[src/rtl/serial_operand_feeder.sv]
// Parallel-to-serial operand feeder for the serial adder: latches two operands and a
// carry-in on a valid/ready accept, then presents them LSB-first, one bit per clock.
//
// state | meaning
// IDLE  | no frame in flight, ready for operands
// SHIFT | presenting operand bits 0..WIDTH-1
// GAPS  | idle spacing cycles after a frame (GAP > 0 only)
module serial_operand_feeder #(
  parameter int WIDTH = 4,
  parameter int GAP = 0,
  localparam int CW = $clog2(WIDTH)
) (
  input  logic             clk,
  input  logic             rst_n,
  input  logic             flush,
  input  logic             in_valid,
  output logic             in_ready,
  input  logic [WIDTH-1:0] in_a,
  input  logic [WIDTH-1:0] in_b,
  input  logic             in_cin,
  output logic             a,
  output logic             b,
  output logic             carryin,
  output logic             bit_valid,
  output logic [CW-1:0]    bit_idx,
  output logic             frame_start,
  output logic             frame_last,
  output logic             busy
);

  typedef enum logic [1:0] {IDLE, SHIFT, GAPS} state_t;

  localparam logic [CW-1:0] LAST_IDX = CW'(WIDTH - 1);
  localparam logic [3:0]    GAP_LOAD = (GAP > 0) ? 4'(GAP - 1) : 4'd0;

  state_t           state, state_n;
  logic [CW-1:0]    idx_n;
  logic [3:0]       gap_cnt, gap_n;
  logic [WIDTH-1:0] sh_a, sh_b, sh_a_n, sh_b_n;
  logic             last_bit, last_gap, accept;

  assign last_bit = (state == SHIFT) && (bit_idx == LAST_IDX);
  assign last_gap = (state == GAPS) && (gap_cnt == 4'd0);
  assign in_ready = rst_n && !flush &&
                    ((state == IDLE) || (last_bit && (GAP == 0)) || last_gap);
  assign accept   = in_valid && in_ready;

  always_comb begin
    state_n = state;
    idx_n   = '0;
    gap_n   = gap_cnt;
    sh_a_n  = sh_a;
    sh_b_n  = sh_b;
    unique case (state)
      IDLE:  state_n = IDLE;
      SHIFT: begin
        if (!last_bit) begin
          idx_n  = bit_idx + 1'b1;
          sh_a_n = sh_a >> 1;
          sh_b_n = sh_b >> 1;
        end else if (GAP == 0) begin
          state_n = IDLE;
        end else begin
          state_n = GAPS;
          gap_n   = GAP_LOAD;
        end
      end
      GAPS: begin
        if (last_gap) state_n = IDLE;
        else          gap_n   = gap_cnt - 1'b1;
      end
      default: state_n = IDLE;
    endcase
    if (accept) begin
      state_n = SHIFT;
      idx_n   = '0;
      sh_a_n  = in_a;
      sh_b_n  = in_b;
    end
    // flush wins over everything; accept is already blocked through in_ready
    if (flush) begin
      state_n = IDLE;
      idx_n   = '0;
      gap_n   = '0;
    end
  end

  always_ff @(posedge clk or negedge rst_n) begin
    if (!rst_n) begin
      state       <= IDLE;
      bit_idx     <= '0;
      gap_cnt     <= '0;
      sh_a        <= '0;
      sh_b        <= '0;
      a           <= 1'b0;
      b           <= 1'b0;
      carryin     <= 1'b0;
      bit_valid   <= 1'b0;
      frame_start <= 1'b0;
      frame_last  <= 1'b0;
      busy        <= 1'b0;
    end else begin
      state       <= state_n;
      bit_idx     <= idx_n;
      gap_cnt     <= gap_n;
      sh_a        <= sh_a_n;
      sh_b        <= sh_b_n;
      a           <= (state_n == SHIFT) && sh_a_n[0];
      b           <= (state_n == SHIFT) && sh_b_n[0];
      bit_valid   <= (state_n == SHIFT);
      frame_start <= (state_n == SHIFT) && (idx_n == '0);
      frame_last  <= (state_n == SHIFT) && (idx_n == LAST_IDX);
      busy        <= (state_n != IDLE);
      if (accept) carryin <= in_cin;
    end
  end

endmodule

[config.mk]
export PLATFORM = sky130hd
export DESIGN_NAME = serial_operand_feeder
export DESIGN_NICKNAME = d
export VERILOG_FILES = /design/src/rtl/serial_operand_feeder.sv
export SDC_FILE = /design/constraint.sdc
export NUM_CORES = 1
export LEC_CHECK = 0
export ABC_AREA = 1
export BUFFER_PORTS_ARGS = -buffer_cell sky130_fd_sc_hd__buf_2
export CAP_MARGIN = 5
export CORE_AREA = 4 4 52 54
export CTS_CLUSTER_DIAMETER = 50
export DETAILED_ROUTE_END_ITERATION = 10
export DIE_AREA = 0 0 56 58
export GPL_TIMING_DRIVEN = 0
export PLACE_DENSITY = 0.73
export SYNTH_ARGS = -nofsm -noshare
export SYNTH_HDL_FRONTEND = slang
export SYNTH_SLANG_ARGS = --single-unit
[constraint.sdc]
create_clock -name clk -period 1.9 [get_ports clk]
set_input_delay 0.095 -clock clk [delete_from_list [all_inputs] [get_ports clk]]
set_output_delay 0.095 -clock clk [all_outputs]
set_load 0.005 [all_outputs]
==> flow_summary.html, run 1 <==
<table>
<tr><th>Metric</th><th>Value</th></tr>
<tr><th colspan="2">Outcome</th></tr>
<tr><td>Outcome</td><td>finished clean</td></tr>
<tr><th colspan="2">Clock network</th></tr>
<tr><td>Number of clock buffers inserted by TritonCTS</td><td>3</td></tr>
<tr><td>Clock Sink Count</td><td>23</td></tr>
<tr><td>Clock tree buffer depth</td><td>2</td></tr>
<tr><td>TritonCTS clock tree</td><td>done</td></tr>
<tr><td>Root cell of the clock tree</td><td>sky130_fd_sc_hd__clkbuf_4</td></tr>
<tr><td>Clock insertion delay at the later pin of the skew report</td><td>0.30 ns</td></tr>
<tr><td>Gates resized, CTS repair</td><td>0</td></tr>
<tr><td>Post-CTS setup buffer count</td><td>0</td></tr>
<tr><td>Clock-pin slew reported for the worst setup and hold paths after clock tree synthesis</td><td>between 0.1 and 0.15 ns</td></tr>
<tr><td>Count of hold-fix buffers inserted at cts</td><td>8</td></tr>
<tr><td>Number of levels the H-tree was split into</td><td>1</td></tr>
<tr><th colspan="2">Floorplanning</th></tr>
<tr><td>Die area</td><td>3248 µm²</td></tr>
<tr><td>Die H</td><td>58 µm</td></tr>
<tr><td>Placement Rows</td><td>17</td></tr>
<tr><td>Top-level I/O count</td><td>23</td></tr>
<tr><td>Horizontal extent of the die</td><td>56 µm</td></tr>
<tr><td>Core outline area</td><td>approximately 2200 µm²</td></tr>
<tr><td>Initial Utilization</td><td>0.5051</td></tr>
<tr><th colspan="2">Timing</th></tr>
<tr><td>Max Fclk</td><td>591.2 MHz</td></tr>
<tr><td>Clock skew</td><td>0.006469 ns</td></tr>
<tr><td>Final setup slack of the worst path</td><td>0.2086 ns</td></tr>
<tr><td>Unrepaired setup endpoints after global routing</td><td>false</td></tr>
<tr><td>Number of failing hold endpoints at the final stage</td><td>0</td></tr>
<tr><td>Minimum hold slack</td><td>0.01108 ns</td></tr>
<tr><td>Transition time of the tightest slew-check pin</td><td>0.5248 ns</td></tr>
<tr><td>Final number of setup-violating endpoints</td><td>0</td></tr>
<tr><td>Setup total negative slack</td><td>0 ns</td></tr>
<tr><td>Portion of the clock cycle consumed by the worst path in the final layout</td><td>0.8902</td></tr>
<tr><td>Worst slew margin relative to its limit</td><td>0.6501</td></tr>
<tr><td>Slew Viols, Final</td><td>0</td></tr>
<tr><td>Minimum period implied by the final worst setup slack</td><td>1.691 ns</td></tr>
<tr><th colspan="2">Critical path</th></tr>
<tr><td>Worst Reg-to-Reg Cells</td><td>9</td></tr>
<tr><td>Gate family responsible for the most delay along the worst path</td><td>buffers and inverters</td></tr>
<tr><td>Category of the worst setup path launch point</td><td>primary input</td></tr>
<tr><td>Worst Setup End Kind</td><td>primary output</td></tr>
<tr><td>Crit path required time</td><td>1.80 ns</td></tr>
<tr><td>Count of cell instances traversed by the critical path</td><td>7</td></tr>
<tr><td>Top fanout value on the critical path</td><td>24</td></tr>
<tr><td>Setup Crit Path Kind</td><td>in -&gt; out</td></tr>
<tr><td>Library cell contributing the largest single delay on the critical path</td><td>sky130_fd_sc_hd__dlygate4sd3_1</td></tr>
<tr><td>Worst path bufs/invs</td><td>5</td></tr>
<tr><td>Delay of the slowest cell on the worst path</td><td>between 0.5 and 0.6 ns</td></tr>
<tr><td>Crit-path cells</td><td>dlygate4sd3_1 &gt; buf_2 &gt; inv_1 &gt; nor2_1 &gt; nand2_1 &gt; inv_1 &gt; buf_2</td></tr>
<tr><td>Signal arrival time at the worst endpoint</td><td>1.60 ns</td></tr>
<tr><th colspan="2">Drt</th></tr>
<tr><td>Detailed-route wire length per cell</td><td>11.28 µm</td></tr>
<tr><td>Number of remaining DRC errors</td><td>0</td></tr>
<tr><td>Vias after detailed routing</td><td>just over 900</td></tr>
<tr><td>Sum of routed wire length over all layers</td><td>2.144 mm</td></tr>
<tr><td>Total iterations of the first detailed-routing run</td><td>4</td></tr>
<tr><td>Average vias per placed instance</td><td>slightly below 5</td></tr>
<tr><td>Initial detailed-routing violation count</td><td>13</td></tr>
<tr><td>Antenna viol nets, final</td><td>0</td></tr>
<tr><th colspan="2">GRT</th></tr>
<tr><td>Largest net degree at the start of global routing</td><td>25</td></tr>
<tr><td>Number of antenna violations at the first check in global routing</td><td>0</td></tr>
<tr><td>Total grt overflow</td><td>0</td></tr>
<tr><td>Number of global-route vias before repair</td><td>897</td></tr>
<tr><td>First-pass GRT wire length</td><td>3.857 mm</td></tr>
<tr><td>Global routing usage summed across all routing layers</td><td>0.1465</td></tr>
<tr><th colspan="2">Placed design</th></tr>
<tr><td>Buffers added on ports</td><td>22</td></tr>
<tr><td>Worst slack at placement</td><td>0.3666 ns</td></tr>
<tr><td>Area of placed instances</td><td>1262 µm²</td></tr>
<tr><td>Detail Placement HPWL</td><td>1.628 mm</td></tr>
<tr><td>Gp weighted congestion</td><td>0.8281</td></tr>
<tr><th colspan="2">Power</th></tr>
<tr><td>Largest vdd supply drop</td><td>0.5968 mV</td></tr>
<tr><td>Pwr per Cell Area</td><td>roughly 650 nW/µm²</td></tr>
<tr><td>Static Leakage</td><td>0.0007998 µW</td></tr>
<tr><th colspan="2">Cells and area</th></tr>
<tr><td>FILL cells</td><td>about 200</td></tr>
<tr><td>Final Cell Area</td><td>1380 µm²</td></tr>
<tr><td>Leading cell type in the layout, fill and taps excluded</td><td>sky130_fd_sc_hd__nand2_1</td></tr>
<tr><td>Ant diodes</td><td>0</td></tr>
<tr><td>Layout Utilization</td><td>0.6239</td></tr>
<tr><td>Nets@finish</td><td>181</td></tr>
<tr><td>Area used by multi-input combinational logic</td><td>447.9 µm²</td></tr>
<tr><td>Fraction of final layout cells sized beyond drive strength 1</td><td>0.2531</td></tr>
<tr><td>Top library cells by usage in the layout, fill and taps aside</td><td>sky130_fd_sc_hd__nand2_1 (32), sky130_fd_sc_hd__dfrtp_1 (23), sky130_fd_sc_hd__buf_2 (22)</td></tr>
<tr><td>Register area</td><td>around 580 µm²</td></tr>
<tr><td>Layout Area Growth over Synthesis</td><td>23.52%</td></tr>
<tr><th colspan="2">Hold path</th></tr>
<tr><td>Worst hold path type</td><td>in -&gt; reg</td></tr>
<tr><td>Hold path depth</td><td>3</td></tr>
<tr><th colspan="2">Yosys</th></tr>
<tr><td>Seq/Total Area, Yosys</td><td>0.5151</td></tr>
<tr><td>Syn Area/Cell</td><td>8.798 µm²</td></tr>
<tr><td>Post-Syn Nets</td><td>145</td></tr>
<tr><td>Flip-flop and latch count after synthesis</td><td>23</td></tr>
<tr><td>Unique cell type count in the Yosys netlist</td><td>21</td></tr>
<tr><td>Synthesis warning total</td><td>0</td></tr>
<tr><td>Cells after synthesis</td><td>roughly 130</td></tr>
<tr><td>Syn Std Cell Area</td><td>1117 µm²</td></tr>
<tr><th colspan="2">Flow run</th></tr>
<tr><td>Total of max-cap violations</td><td>0</td></tr>
</table>
==> logic make-up after synthesis <==
kind of cell | after synthesis | synth area share
flip-flops | 23 | 0.5151
AO/OA/AOI/OAI | 9 | 0.04815
adder cells (fa/ha/maj) | 5 | 0.05599
AND/OR/NAND/NOR | 66 | 0.2889
buffers and inverters | 23 | 0.08399
XOR/XNOR | 1 | 0.007840
==> cells in the mapped netlist <==
master / number / share of area
sky130_fd_sc_hd__o21ai_0: 3 / 0.013
sky130_fd_sc_hd__buf_6: 1 / 0.010
sky130_fd_sc_hd__nand3_4: 1 / 0.016
sky130_fd_sc_hd__a31oi_1: 1 / 0.0056
sky130_fd_sc_hd__nor3_1: 2 / 0.0090
sky130_fd_sc_hd__a21oi_1: 3 / 0.013
sky130_fd_sc_hd__nor2_1: 8 / 0.027
sky130_fd_sc_hd__nand3_2: 3 / 0.027
sky130_fd_sc_hd__dfrtp_1: 23 / 0.52
sky130_fd_sc_hd__nand2_2: 4 / 0.022
sky130_fd_sc_hd__xor2_1: 1 / 0.0078
sky130_fd_sc_hd__o21ai_2: 2 / 0.016
sky130_fd_sc_hd__ha_1: 5 / 0.056
sky130_fd_sc_hd__nand4_1: 1 / 0.0056
sky130_fd_sc_hd__nand3_1: 11 / 0.049
sky130_fd_sc_hd__nand2_1: 32 / 0.11
sky130_fd_sc_hd__or2_4: 1 / 0.0078
sky130_fd_sc_hd__nor2_2: 2 / 0.011
sky130_fd_sc_hd__nor3b_1: 1 / 0.0067
sky130_fd_sc_hd__inv_2: 1 / 0.0034
sky130_fd_sc_hd__inv_1: 21 / 0.071
==> report_power, final <==
part / switching [µW] / total (µW) / leakage, µW / internal [µW]
sequential: 17.7 / 547 / 0.000305 / 529
clock: 144 / 222 / 0.0000177 / 78.5
combinational: 71.8 / 130 / 0.000477 / 58.3
==> metrics by stage <==
stage,power (µW),std cells
final,899.2,190
after global routing,956.5,190
after CTS,910.2,189
after detailed placement,674.6,177
after global placement,668.1,177
after floorplan,623.8,127
==> registers in the layout (all words and copies together) (netlist names) <==
signal / flops
frame_start: 1
state: 2
bit_valid: 1
busy: 1
carryin: 1
bit_idx: 2
gap_cnt: 4
b: 1
frame_last: 1
sh_b: 4
a: 1
sh_a: 4
==> final cells by class <==
type | count | area share
timing repair buffer | 31 | 0.1451
buffer | 1 | 0.008160
inverter | 22 | 0.05984
tap | 28 | 0.02539
multi-input combinational | 81 | 0.3246
clock buffer | 3 | 0.01632
clock inverter | 1 | 0.003626
sequential | 23 | 0.4170
==> metal layers <==
| metal | vias up | GRT usage | part of all wire | wire (µm) |
|---|---|---|---|---|
| met2 | 24 | 0.2638 | 0.50 | 1082 |
| met5 | - | 0 | 0 | 0 |
| met3 | 2 | 0.02450 | 0.047 | 100 |
| li1 | 463 | - | - | - |
| met4 | 0 | 0.03051 | 0.0056 | 12 |
| met1 | 424 | 0.1859 | 0.44 | 948 |
==> worst paths after layout <==
| path | start | end | slack, ns |
|---|---|---|---|
| setup / recovery | rst_n | in_ready | 0.21 |
| setup reg to reg | state[1] | a | 0.35 |
| hold reg to reg | sh_b[3] | sh_b[3] | 0.49 |
| max in group asynchronous | rst_n | busy | 1.27 |
| hold / removal | in_a[1] | sh_a[1] | 0.01 |
| min in group asynchronous | rst_n | gap_cnt[2] | 0.28 |
==> worst register-to-register path, delay by kind of cell, from the launching register on <==
kind	cells	cell delay [ns]
adders and majority gates	1	0.17
buffers and inverters	2	0.15
DFF	1	0.40
and+or+nand+nor	6	0.76
No activity file was read; power rests on OpenSTA's default activity.
==> inputs of run 2 (changes only) <==
CORE_AREA = 4 4 53 102   (was 4 4 52 54)
DIE_AREA = 0 0 57 106   (was 0 0 56 58)
PLACE_DENSITY = 0.41   (was 0.73)
==> flow_summary.html, run 2 (synthesized netlist as in run 1, its figures left out) <==
<table>
<tr><th>Metric</th><th>Value</th></tr>
<tr><th colspan="2">Floorplanning</th></tr>
<tr><td>Top-level I/O count</td><td>23 (unchanged)</td></tr>
<tr><td>Die H</td><td>106 µm (was 58 µm)</td></tr>
<tr><td>Placement Rows</td><td>35 (was 17)</td></tr>
<tr><td>Core outline area</td><td>4642 µm² (was 2212 µm²)</td></tr>
<tr><td>Horizontal extent of the die</td><td>57 µm (was 56 µm)</td></tr>
<tr><td>Initial Utilization</td><td>0.2407 (was 0.5051)</td></tr>
<tr><td>Die area</td><td>6042 µm² (was 3248 µm²)</td></tr>
<tr><th colspan="2">Critical path</th></tr>
<tr><td>Library cell contributing the largest single delay on the critical path</td><td>sky130_fd_sc_hd__dlygate4sd3_1 (unchanged)</td></tr>
<tr><td>Crit-path cells</td><td>dlygate4sd3_1 &gt; clkbuf_4 &gt; inv_1 &gt; nor2_1 &gt; nand3_4 &gt; buf_6 &gt; o21ai_2 &gt; nor2_1 (was dlygate4sd3_1 &gt; buf_2 &gt; inv_1 &gt; nor2_1 &gt; nand2_1 &gt; inv_1 &gt; buf_2)</td></tr>
<tr><td>Top fanout value on the critical path</td><td>24 (unchanged)</td></tr>
<tr><td>Source of the critical timing path</td><td>rst_n (unchanged)</td></tr>
<tr><td>Critical path's most frequent cell</td><td>sky130_fd_sc_hd__nor2_1</td></tr>
<tr><td>Worst path bufs/invs</td><td>4 (was 5)</td></tr>
<tr><td>Startpoint of the most critical register-to-register path</td><td>state[1] (unchanged)</td></tr>
<tr><td>Gate family responsible for the most delay along the worst path</td><td>buffers and inverters (unchanged)</td></tr>
<tr><td>Delay of the slowest cell on the worst path</td><td>0.53 ns (was 0.52 ns)</td></tr>
<tr><td>Category of the worst setup path launch point</td><td>primary input (unchanged)</td></tr>
<tr><td>Setup Crit Path Kind</td><td>in -&gt; reg (was in -&gt; out)</td></tr>
<tr><td>Worst Setup End Kind</td><td>flip-flop (was primary output)</td></tr>
<tr><td>Reg-to-reg setup timing slack</td><td>0.33 ns (was 0.35 ns)</td></tr>
<tr><td>Signal arrival time at the worst endpoint</td><td>1.79 ns (was 1.60 ns)</td></tr>
<tr><td>Crit path required time</td><td>2.05 ns (was 1.80 ns)</td></tr>
<tr><th colspan="2">Power</th></tr>
<tr><td>Static Leakage</td><td>0.0007748 µW (was 0.0007998 µW)</td></tr>
<tr><td>Sw power</td><td>245.3 µW (was 233.1 µW)</td></tr>
<tr><td>Internal Pwr Total</td><td>723.8 µW (was 666.0 µW)</td></tr>
<tr><td>Pwr per Cell Area</td><td>715.1 nW/µm² (was 651.6 nW/µm²)</td></tr>
<tr><td>Combinational share of power</td><td>0.122 (was 0.145)</td></tr>
<tr><td>Share of total power consumed by net switching</td><td>0.2531 (was 0.2593)</td></tr>
<tr><td>Largest vdd supply drop</td><td>0.3697 mV (was 0.5968 mV)</td></tr>
<tr><td>Fraction of power consumed by sequential logic</td><td>0.564 (was 0.608)</td></tr>
<tr><td>Portion of total power attributed to the clock network</td><td>0.314 (was 0.247)</td></tr>
<tr><th colspan="2">Drt</th></tr>
<tr><td>Sum of routed wire length over all layers</td><td>2.354 mm (was 2.144 mm)</td></tr>
<tr><td>Number of remaining DRC errors</td><td>0 (unchanged)</td></tr>
<tr><td>Total iterations of the first detailed-routing run</td><td>3 (was 4)</td></tr>
<tr><td>DR WL met3</td><td>81 µm (was 100 µm)</td></tr>
<tr><td>Met1 wire length</td><td>881 µm (was 948 µm)</td></tr>
<tr><td>Average vias per placed instance</td><td>4.282 (was 4.805)</td></tr>
<tr><td>Routed wire length on met2</td><td>1.341 mm (was 1.082 mm)</td></tr>
<tr><td>Detailed-route wire length per cell</td><td>11.26 µm (was 11.28 µm)</td></tr>
<tr><td>Antenna viol nets, final</td><td>0 (unchanged)</td></tr>
<tr><td>Top Layer Used</td><td>met4 (unchanged)</td></tr>
<tr><td>Vias after detailed routing</td><td>895 (was 913)</td></tr>
<tr><td>Initial detailed-routing violation count</td><td>14 (was 13)</td></tr>
<tr><th colspan="2">Cells and area</th></tr>
<tr><td>Post-route insts no fill</td><td>209 (was 190)</td></tr>
<tr><td>Area used by multi-input combinational logic</td><td>447.9 µm² (unchanged)</td></tr>
<tr><td>FILL cells</td><td>527 (was 198)</td></tr>
<tr><td>Ant diodes</td><td>0 (unchanged)</td></tr>
<tr><td>Nets@finish</td><td>173 (was 181)</td></tr>
<tr><td>Register area</td><td>575.6 µm² (unchanged)</td></tr>
<tr><td>Top library cells by usage in the layout, fill and taps aside</td><td>sky130_fd_sc_hd__nand2_1 (32), sky130_fd_sc_hd__dfrtp_1 (23), sky130_fd_sc_hd__inv_1 (21), sky130_fd_sc_hd__buf_2 (21), sky130_fd_sc_hd__nand3_1 (11) (was sky130_fd_sc_hd__nand2_1 (32), sky130_fd_sc_hd__dfrtp_1 (23), sky130_fd_sc_hd__buf_2 (22))</td></tr>
<tr><td>Largest registers</td><td>gap_cnt x4, sh_a x4, sh_b x4 (unchanged)</td></tr>
<tr><td>Layout Utilization</td><td>0.2919 (was 0.6239)</td></tr>
<tr><td>Leading cell type in the layout, fill and taps excluded</td><td>sky130_fd_sc_hd__nand2_1 (unchanged)</td></tr>
<tr><td>Layout Area Growth over Synthesis</td><td>21.28% (was 23.52%)</td></tr>
<tr><td>Fraction of final layout cells sized beyond drive strength 1</td><td>0.2662 (was 0.2531)</td></tr>
<tr><th colspan="2">Timing</th></tr>
<tr><td>Setup total negative slack</td><td>0 ns (unchanged)</td></tr>
<tr><td>Clock skew</td><td>0.006713 ns (was 0.006469 ns)</td></tr>
<tr><td>Max Fclk</td><td>610.0 MHz (was 591.2 MHz)</td></tr>
<tr><td>Number of failing hold endpoints at the final stage</td><td>0 (unchanged)</td></tr>
<tr><td>Minimum period implied by the final worst setup slack</td><td>1.639 ns (was 1.691 ns)</td></tr>
<tr><td>Transition time of the tightest slew-check pin</td><td>0.3515 ns (was 0.5248 ns)</td></tr>
<tr><td>Slew Viols, Final</td><td>0 (unchanged)</td></tr>
<tr><td>Portion of the clock cycle consumed by the worst path in the final layout</td><td>0.8628 (was 0.8902)</td></tr>
<tr><td>Worst slew margin relative to its limit</td><td>0.7657 (was 0.6501)</td></tr>
<tr><td>Unrepaired setup endpoints after global routing</td><td>false (unchanged)</td></tr>
<tr><td>Final number of setup-violating endpoints</td><td>0 (unchanged)</td></tr>
<tr><th colspan="2">Placed design</th></tr>
<tr><td>Placed insts</td><td>204 (was 177)</td></tr>
<tr><td>Buffers added on ports</td><td>22 (unchanged)</td></tr>
<tr><td>Gp weighted congestion</td><td>0.7045 (was 0.8281)</td></tr>
<tr><td>Detail Placement HPWL</td><td>1.824 mm (was 1.628 mm)</td></tr>
<tr><th colspan="2">GRT</th></tr>
<tr><td>Number of antenna violations at the first check in global routing</td><td>0 (unchanged)</td></tr>
<tr><td>Number of global-route vias before repair</td><td>980 (was 897)</td></tr>
<tr><td>Total grt overflow</td><td>0 (unchanged)</td></tr>
<tr><td>First-pass GRT wire length</td><td>4.105 mm (was 3.857 mm)</td></tr>
<tr><td>Global routing usage summed across all routing layers</td><td>0.08593 (was 0.1465)</td></tr>
<tr><td>Largest net degree at the start of global routing</td><td>25 (unchanged)</td></tr>
<tr><th colspan="2">Outcome</th></tr>
<tr><td>Outcome</td><td>finished clean (unchanged)</td></tr>
<tr><th colspan="2">Clock network</th></tr>
<tr><td>Clock insertion delay at the later pin of the skew report</td><td>0.26 ns (was 0.30 ns)</td></tr>
<tr><td>Clock tree buffer depth</td><td>2 (unchanged)</td></tr>
<tr><td>Root cell of the clock tree</td><td>sky130_fd_sc_hd__clkbuf_8 (was sky130_fd_sc_hd__clkbuf_4)</td></tr>
<tr><td>TritonCTS clock tree</td><td>done (unchanged)</td></tr>
<tr><td>Clock Sink Count</td><td>23 (unchanged)</td></tr>
<tr><td>Post-CTS setup buffer count</td><td>0 (unchanged)</td></tr>
<tr><td>Clock-pin slew reported for the worst setup and hold paths after clock tree synthesis</td><td>0.09 ns (was 0.13 ns)</td></tr>
<tr><td>Number of levels the H-tree was split into</td><td>1 (unchanged)</td></tr>
<tr><td>Number of clock buffers inserted by TritonCTS</td><td>3 (unchanged)</td></tr>
<tr><th colspan="2">Hold path</th></tr>
<tr><td>Worst hold path type</td><td>in -&gt; reg (unchanged)</td></tr>
<tr><td>Hold path startpoint</td><td>in_b[3] (was in_a[1])</td></tr>
<tr><th colspan="2">Flow run</th></tr>
<tr><td>Total of max-cap violations</td><td>0 (unchanged)</td></tr>
</table>
[run 2: cell types whose count changed in the layout (fill, tap and decap cells not counted), sizes merged]
cell         delta
dlygate4sd3     -8
buf             -1
clkbuf          +1
[run 2: cell type report]
| type | count | area share |
|---|---|---|
| Timing Repair Buffer | 23 | 0.09049 |
| Multi-Input combinational cell | 81 | 0.3306 |
| Tap cell | 55 | 0.05078 |
| Buffer | 1 | 0.008310 |
| Clock inverter | 1 | 0.003693 |
| Inverter | 22 | 0.06094 |
| Sequential cell | 23 | 0.4247 |
| Clock buffer | 3 | 0.03047 |
[run 2: timing repair]
action                                  in CTS  in global routing
hold endpoints to repair                    23                  0
gates resized for setup                      0                  1
hold buffers                                 1                  0
endpoints found under the setup margin       0                 17
[run 2: final timing paths]
| kind | endpoint | depth (start not counted) |
|---|---|---|
| max | a | 8 |
| min | sh_b[3] | 3 |
| max reg2reg | a | 9 |
| min reg2reg | sh_a[3] | 2 |
| max in group asynchronous | a | 2 |
| min in group asynchronous | gap_cnt[1] | 2 |
[run 2: worst min-delay path: stages]
cell	delay (ns)
sky130_fd_sc_hd__buf_2	0.07
sky130_fd_sc_hd__nand2_1	0.04
sky130_fd_sc_hd__nand2_1	0.05
[run 2: power by group through the flow]
| stage | logic (µW) | clock network, µW | registers (µW) |
|---|---|---|---|
| 6_report | 119 | 304 | 546 |
| 3_5_place_dp | 120 | 0 | 557 |
| 2_1_floorplan | 69.9 | 0 | 554 |
| 4_1_cts | 122 | 323 | 548 |
| 3_3_place_gp | 118 | 0 | 556 |
| 5_1_grt | 140 | 338 | 553 |
[run 2: layer usage]
layer	vias to the layer above	global-route usage
met3	5	0.01701
li1	448	-
met4	0	0.03980
met2	17	0.1669
met5	-	0
met1	425	0.08182
[run 2: metrics by stage]
step	power, µW	cell area (µm²)	setup slack [ns]	hold WS [ns]
after floorplan	623.8	1117	0.5027	-0.2006
after global placement	674.8	1296	0.3468	0.1173
after detailed placement	676.7	1296	0.3348	0.1205
after CTS	993.5	1353	0.07600	0.01501
after global routing	1031	1355	0.06125	0.04675
final	969.1	1355	0.2607	0.02307
==> inputs of run 3 (changes only) <==
PLACE_DENSITY = 0.5   (was 0.41)
==> flow_summary.html, run 3 (synthesized netlist as in run 1, its figures left out) <==
<table>
<tr><th>Metric</th><th>Value</th></tr>
<tr><th colspan="2">Clock network</th></tr>
<tr><td>Clock-pin slew reported for the worst setup and hold paths after clock tree synthesis</td><td>0.08 ns (was 0.09 ns)</td></tr>
<tr><td>Number of levels the H-tree was split into</td><td>1 (unchanged)</td></tr>
<tr><td>Post-CTS setup buffer count</td><td>0 (unchanged)</td></tr>
<tr><td>Number of clock buffers inserted by TritonCTS</td><td>3 (unchanged)</td></tr>
<tr><td>Clock insertion delay at the later pin of the skew report</td><td>0.26 ns (about the same)</td></tr>
<tr><td>Root cell of the clock tree</td><td>sky130_fd_sc_hd__clkbuf_8 (unchanged)</td></tr>
<tr><td>Clock Sink Count</td><td>23 (unchanged)</td></tr>
<tr><td>Clock tree buffer depth</td><td>2 (unchanged)</td></tr>
<tr><td>TritonCTS clock tree</td><td>done (unchanged)</td></tr>
<tr><th colspan="2">Placed design</th></tr>
<tr><td>Detail Placement HPWL</td><td>1.820 mm (was 1.824 mm)</td></tr>
<tr><td>Buffers added on ports</td><td>22 (unchanged)</td></tr>
<tr><td>Gp weighted congestion</td><td>0.8085 (was 0.7045)</td></tr>
<tr><th colspan="2">Timing</th></tr>
<tr><td>Final number of setup-violating endpoints</td><td>0 (unchanged)</td></tr>
<tr><td>Minimum period implied by the final worst setup slack</td><td>1.607 ns (was 1.639 ns)</td></tr>
<tr><td>Portion of the clock cycle consumed by the worst path in the final layout</td><td>0.8460 (was 0.8628)</td></tr>
<tr><td>Setup total negative slack</td><td>0 ns (unchanged)</td></tr>
<tr><td>Transition time of the tightest slew-check pin</td><td>0.3315 ns (was 0.3515 ns)</td></tr>
<tr><td>Slew Viols, Final</td><td>0 (unchanged)</td></tr>
<tr><td>Worst slew margin relative to its limit</td><td>0.7790 (was 0.7657)</td></tr>
<tr><td>Max Fclk</td><td>622.1 MHz (was 610.0 MHz)</td></tr>
<tr><td>Minimum hold slack</td><td>0.02024 ns (was 0.02307 ns)</td></tr>
<tr><td>Number of failing hold endpoints at the final stage</td><td>0 (unchanged)</td></tr>
<tr><td>Unrepaired setup endpoints after global routing</td><td>false (unchanged)</td></tr>
<tr><td>Clock skew</td><td>0.001544 ns (was 0.006713 ns)</td></tr>
<tr><th colspan="2">Cells and area</th></tr>
<tr><td>Top library cells by usage in the layout, fill and taps aside</td><td>sky130_fd_sc_hd__nand2_1 (32), sky130_fd_sc_hd__dfrtp_1 (23), sky130_fd_sc_hd__inv_1 (21), sky130_fd_sc_hd__buf_2 (21), sky130_fd_sc_hd__nand3_1 (11) (unchanged)</td></tr>
<tr><td>Layout Area Growth over Synthesis</td><td>21.16% (was 21.28%)</td></tr>
<tr><td>Ant diodes</td><td>0 (unchanged)</td></tr>
<tr><td>Leading cell type in the layout, fill and taps excluded</td><td>sky130_fd_sc_hd__nand2_1 (unchanged)</td></tr>
<tr><td>FILL cells</td><td>537 (was 527)</td></tr>
<tr><td>Nets@finish</td><td>173 (unchanged)</td></tr>
<tr><td>Fraction of final layout cells sized beyond drive strength 1</td><td>0.2597 (was 0.2662)</td></tr>
<tr><td>Register area</td><td>575.6 µm² (unchanged)</td></tr>
<tr><td>Area used by multi-input combinational logic</td><td>447.9 µm² (unchanged)</td></tr>
<tr><td>Largest registers</td><td>gap_cnt x4, sh_a x4, sh_b x4 (unchanged)</td></tr>
<tr><th colspan="2">Drt</th></tr>
<tr><td>Detailed-route wire length per cell</td><td>10.78 µm (was 11.26 µm)</td></tr>
<tr><td>Number of remaining DRC errors</td><td>0 (unchanged)</td></tr>
<tr><td>Vias after detailed routing</td><td>868 (was 895)</td></tr>
<tr><td>Total iterations of the first detailed-routing run</td><td>4 (was 3)</td></tr>
<tr><td>Average vias per placed instance</td><td>4.153 (was 4.282)</td></tr>
<tr><td>Initial detailed-routing violation count</td><td>22 (was 14)</td></tr>
<tr><td>Antenna viol nets, final</td><td>0 (unchanged)</td></tr>
<tr><td>Sum of routed wire length over all layers</td><td>2.252 mm (was 2.354 mm)</td></tr>
<tr><th colspan="2">Power</th></tr>
<tr><td>Sw power</td><td>241.9 µW (was 245.3 µW)</td></tr>
<tr><td>Share of total power consumed by net switching</td><td>0.2496 (was 0.2531)</td></tr>
<tr><td>Combinational share of power</td><td>0.120 (was 0.122)</td></tr>
<tr><td>Static Leakage</td><td>0.0007721 µW (was 0.0007748 µW)</td></tr>
<tr><td>Fraction of power consumed by sequential logic</td><td>0.565 (was 0.564)</td></tr>
<tr><td>Pwr per Cell Area</td><td>715.8 nW/µm² (was 715.1 nW/µm²)</td></tr>
<tr><td>Internal Pwr Total</td><td>727.2 µW (was 723.8 µW)</td></tr>
<tr><td>Portion of total power attributed to the clock network</td><td>0.315 (was 0.314)</td></tr>
<tr><td>Largest vdd supply drop</td><td>0.5186 mV (was 0.3697 mV)</td></tr>
<tr><th colspan="2">GRT</th></tr>
<tr><td>Largest net degree at the start of global routing</td><td>25 (unchanged)</td></tr>
<tr><td>First-pass GRT wire length</td><td>4.077 mm (was 4.105 mm)</td></tr>
<tr><td>Global routing usage summed across all routing layers</td><td>0.08515 (was 0.08593)</td></tr>
<tr><td>Total grt overflow</td><td>0 (unchanged)</td></tr>
<tr><td>Number of antenna violations at the first check in global routing</td><td>0 (unchanged)</td></tr>
<tr><td>Number of global-route vias before repair</td><td>944 (was 980)</td></tr>
<tr><th colspan="2">Hold path</th></tr>
<tr><td>Worst hold path type</td><td>in -&gt; reg (unchanged)</td></tr>
<tr><th colspan="2">Floorplanning</th></tr>
<tr><td>Top-level I/O count</td><td>23 (unchanged)</td></tr>
<tr><td>Core outline area</td><td>4642 µm² (unchanged)</td></tr>
<tr><td>Placement Rows</td><td>35 (unchanged)</td></tr>
<tr><td>Die area</td><td>6042 µm² (unchanged)</td></tr>
<tr><td>Die H</td><td>106 µm (unchanged)</td></tr>
<tr><td>Initial Utilization</td><td>0.2407 (unchanged)</td></tr>
<tr><td>Horizontal extent of the die</td><td>57 µm (unchanged)</td></tr>
<tr><th colspan="2">Critical path</th></tr>
<tr><td>Top fanout value on the critical path</td><td>24 (unchanged)</td></tr>
<tr><td>Setup Crit Path Kind</td><td>in -&gt; reg (unchanged)</td></tr>
<tr><td>Worst Setup End Kind</td><td>flip-flop (unchanged)</td></tr>
<tr><td>Category of the worst setup path launch point</td><td>primary input (unchanged)</td></tr>
<tr><td>Crit path required time</td><td>2.06 ns (was 2.05 ns)</td></tr>
<tr><td>Signal arrival time at the worst endpoint</td><td>1.77 ns (was 1.79 ns)</td></tr>
<tr><th colspan="2">Flow run</th></tr>
<tr><td>Total of max-cap violations</td><td>0 (unchanged)</td></tr>
<tr><th colspan="2">Outcome</th></tr>
<tr><td>Outcome</td><td>finished clean (unchanged)</td></tr>
</table>
==> run 3: changes by cell type in the layout (fill, tap and decap cells not counted), sizes merged <==
cell    change
clkbuf      +1
clkinv      -1
==> run 3: routing by layer <==
| metal | global-route usage | wire, µm | vias up |
|---|---|---|---|
| met5 | 0 | 0 | - |
| met4 | 0.04478 | 57 | 0 |
| met3 | 0.01215 | 100 | 5 |
| met2 | 0.1645 | 1323 | 22 |
| met1 | 0.08245 | 770 | 393 |
| li1 | - | - | 448 |
==> run 3: final cells by class <==
| type | count | area share |
|---|---|---|
| flip-flops and latches | 23 | 0.4251 |
| repair buffers | 23 | 0.09057 |
| well taps | 55 | 0.05083 |
| inverters | 22 | 0.06100 |
| clock buffers | 4 | 0.03327 |
| multi-input cells | 81 | 0.3309 |
| plain buffers | 1 | 0.008318 |
==> run 3: power groups by stage <==
stage | sequential [µW] | clock [µW] | combinational [µW]
floorplan | 554 | 0 | 69.9
CTS | 548 | 318 | 120
finish | 548 | 305 | 116
detailed placement | 557 | 0 | 118
global placement | 557 | 0 | 118
global route | 552 | 339 | 138
==> run 3: final timing paths <==
check	cells past startpoint	to	startpoint	slack [ns]
max	8	a	rst_n	0.29
min	3	carryin	in_cin	0.02
max reg2reg	10	a	state[1]	0.33
min reg2reg	2	sh_b[3]	sh_b[3]	0.49
max in group asynchronous	2	gap_cnt[2]	rst_n	1.37
min in group asynchronous	2	bit_valid	rst_n	0.29
==> run 3: timing repair <==
item | 4_1_cts | 5_1_grt
endpoints found under the setup margin | 0 | 12
hold buffers | 1 | 0
endpoints found under the hold margin | 23 | 0
gates resized for setup | 0 | 1
==> run 3: worst max-delay path: stages <==
cell	delay, ns
sky130_fd_sc_hd__dlygate4sd3_1	0.52
sky130_fd_sc_hd__clkbuf_4	0.34
sky130_fd_sc_hd__inv_1	0.07
sky130_fd_sc_hd__nor2_1	0.21
sky130_fd_sc_hd__nand3_4	0.15
sky130_fd_sc_hd__buf_6	0.17
sky130_fd_sc_hd__o21ai_2	0.14
sky130_fd_sc_hd__nor2_1	0.06
==> run 3: per-stage QoR <==
stage	power, µW	area (µm²)	utilization	setup slack [ns]	cells
6_report	969.1	1354	0.2916	0.2926	209
2_1_floorplan	623.8	1117	-	0.5027	127
4_1_cts	985.7	1351	0.2911	0.1078	209
5_1_grt	1029	1354	0.2916	0.09444	209
3_5_place_dp	675.7	1296	0.2792	0.3170	204
3_3_place_gp	674.5	1296	0.2792	0.3136	204
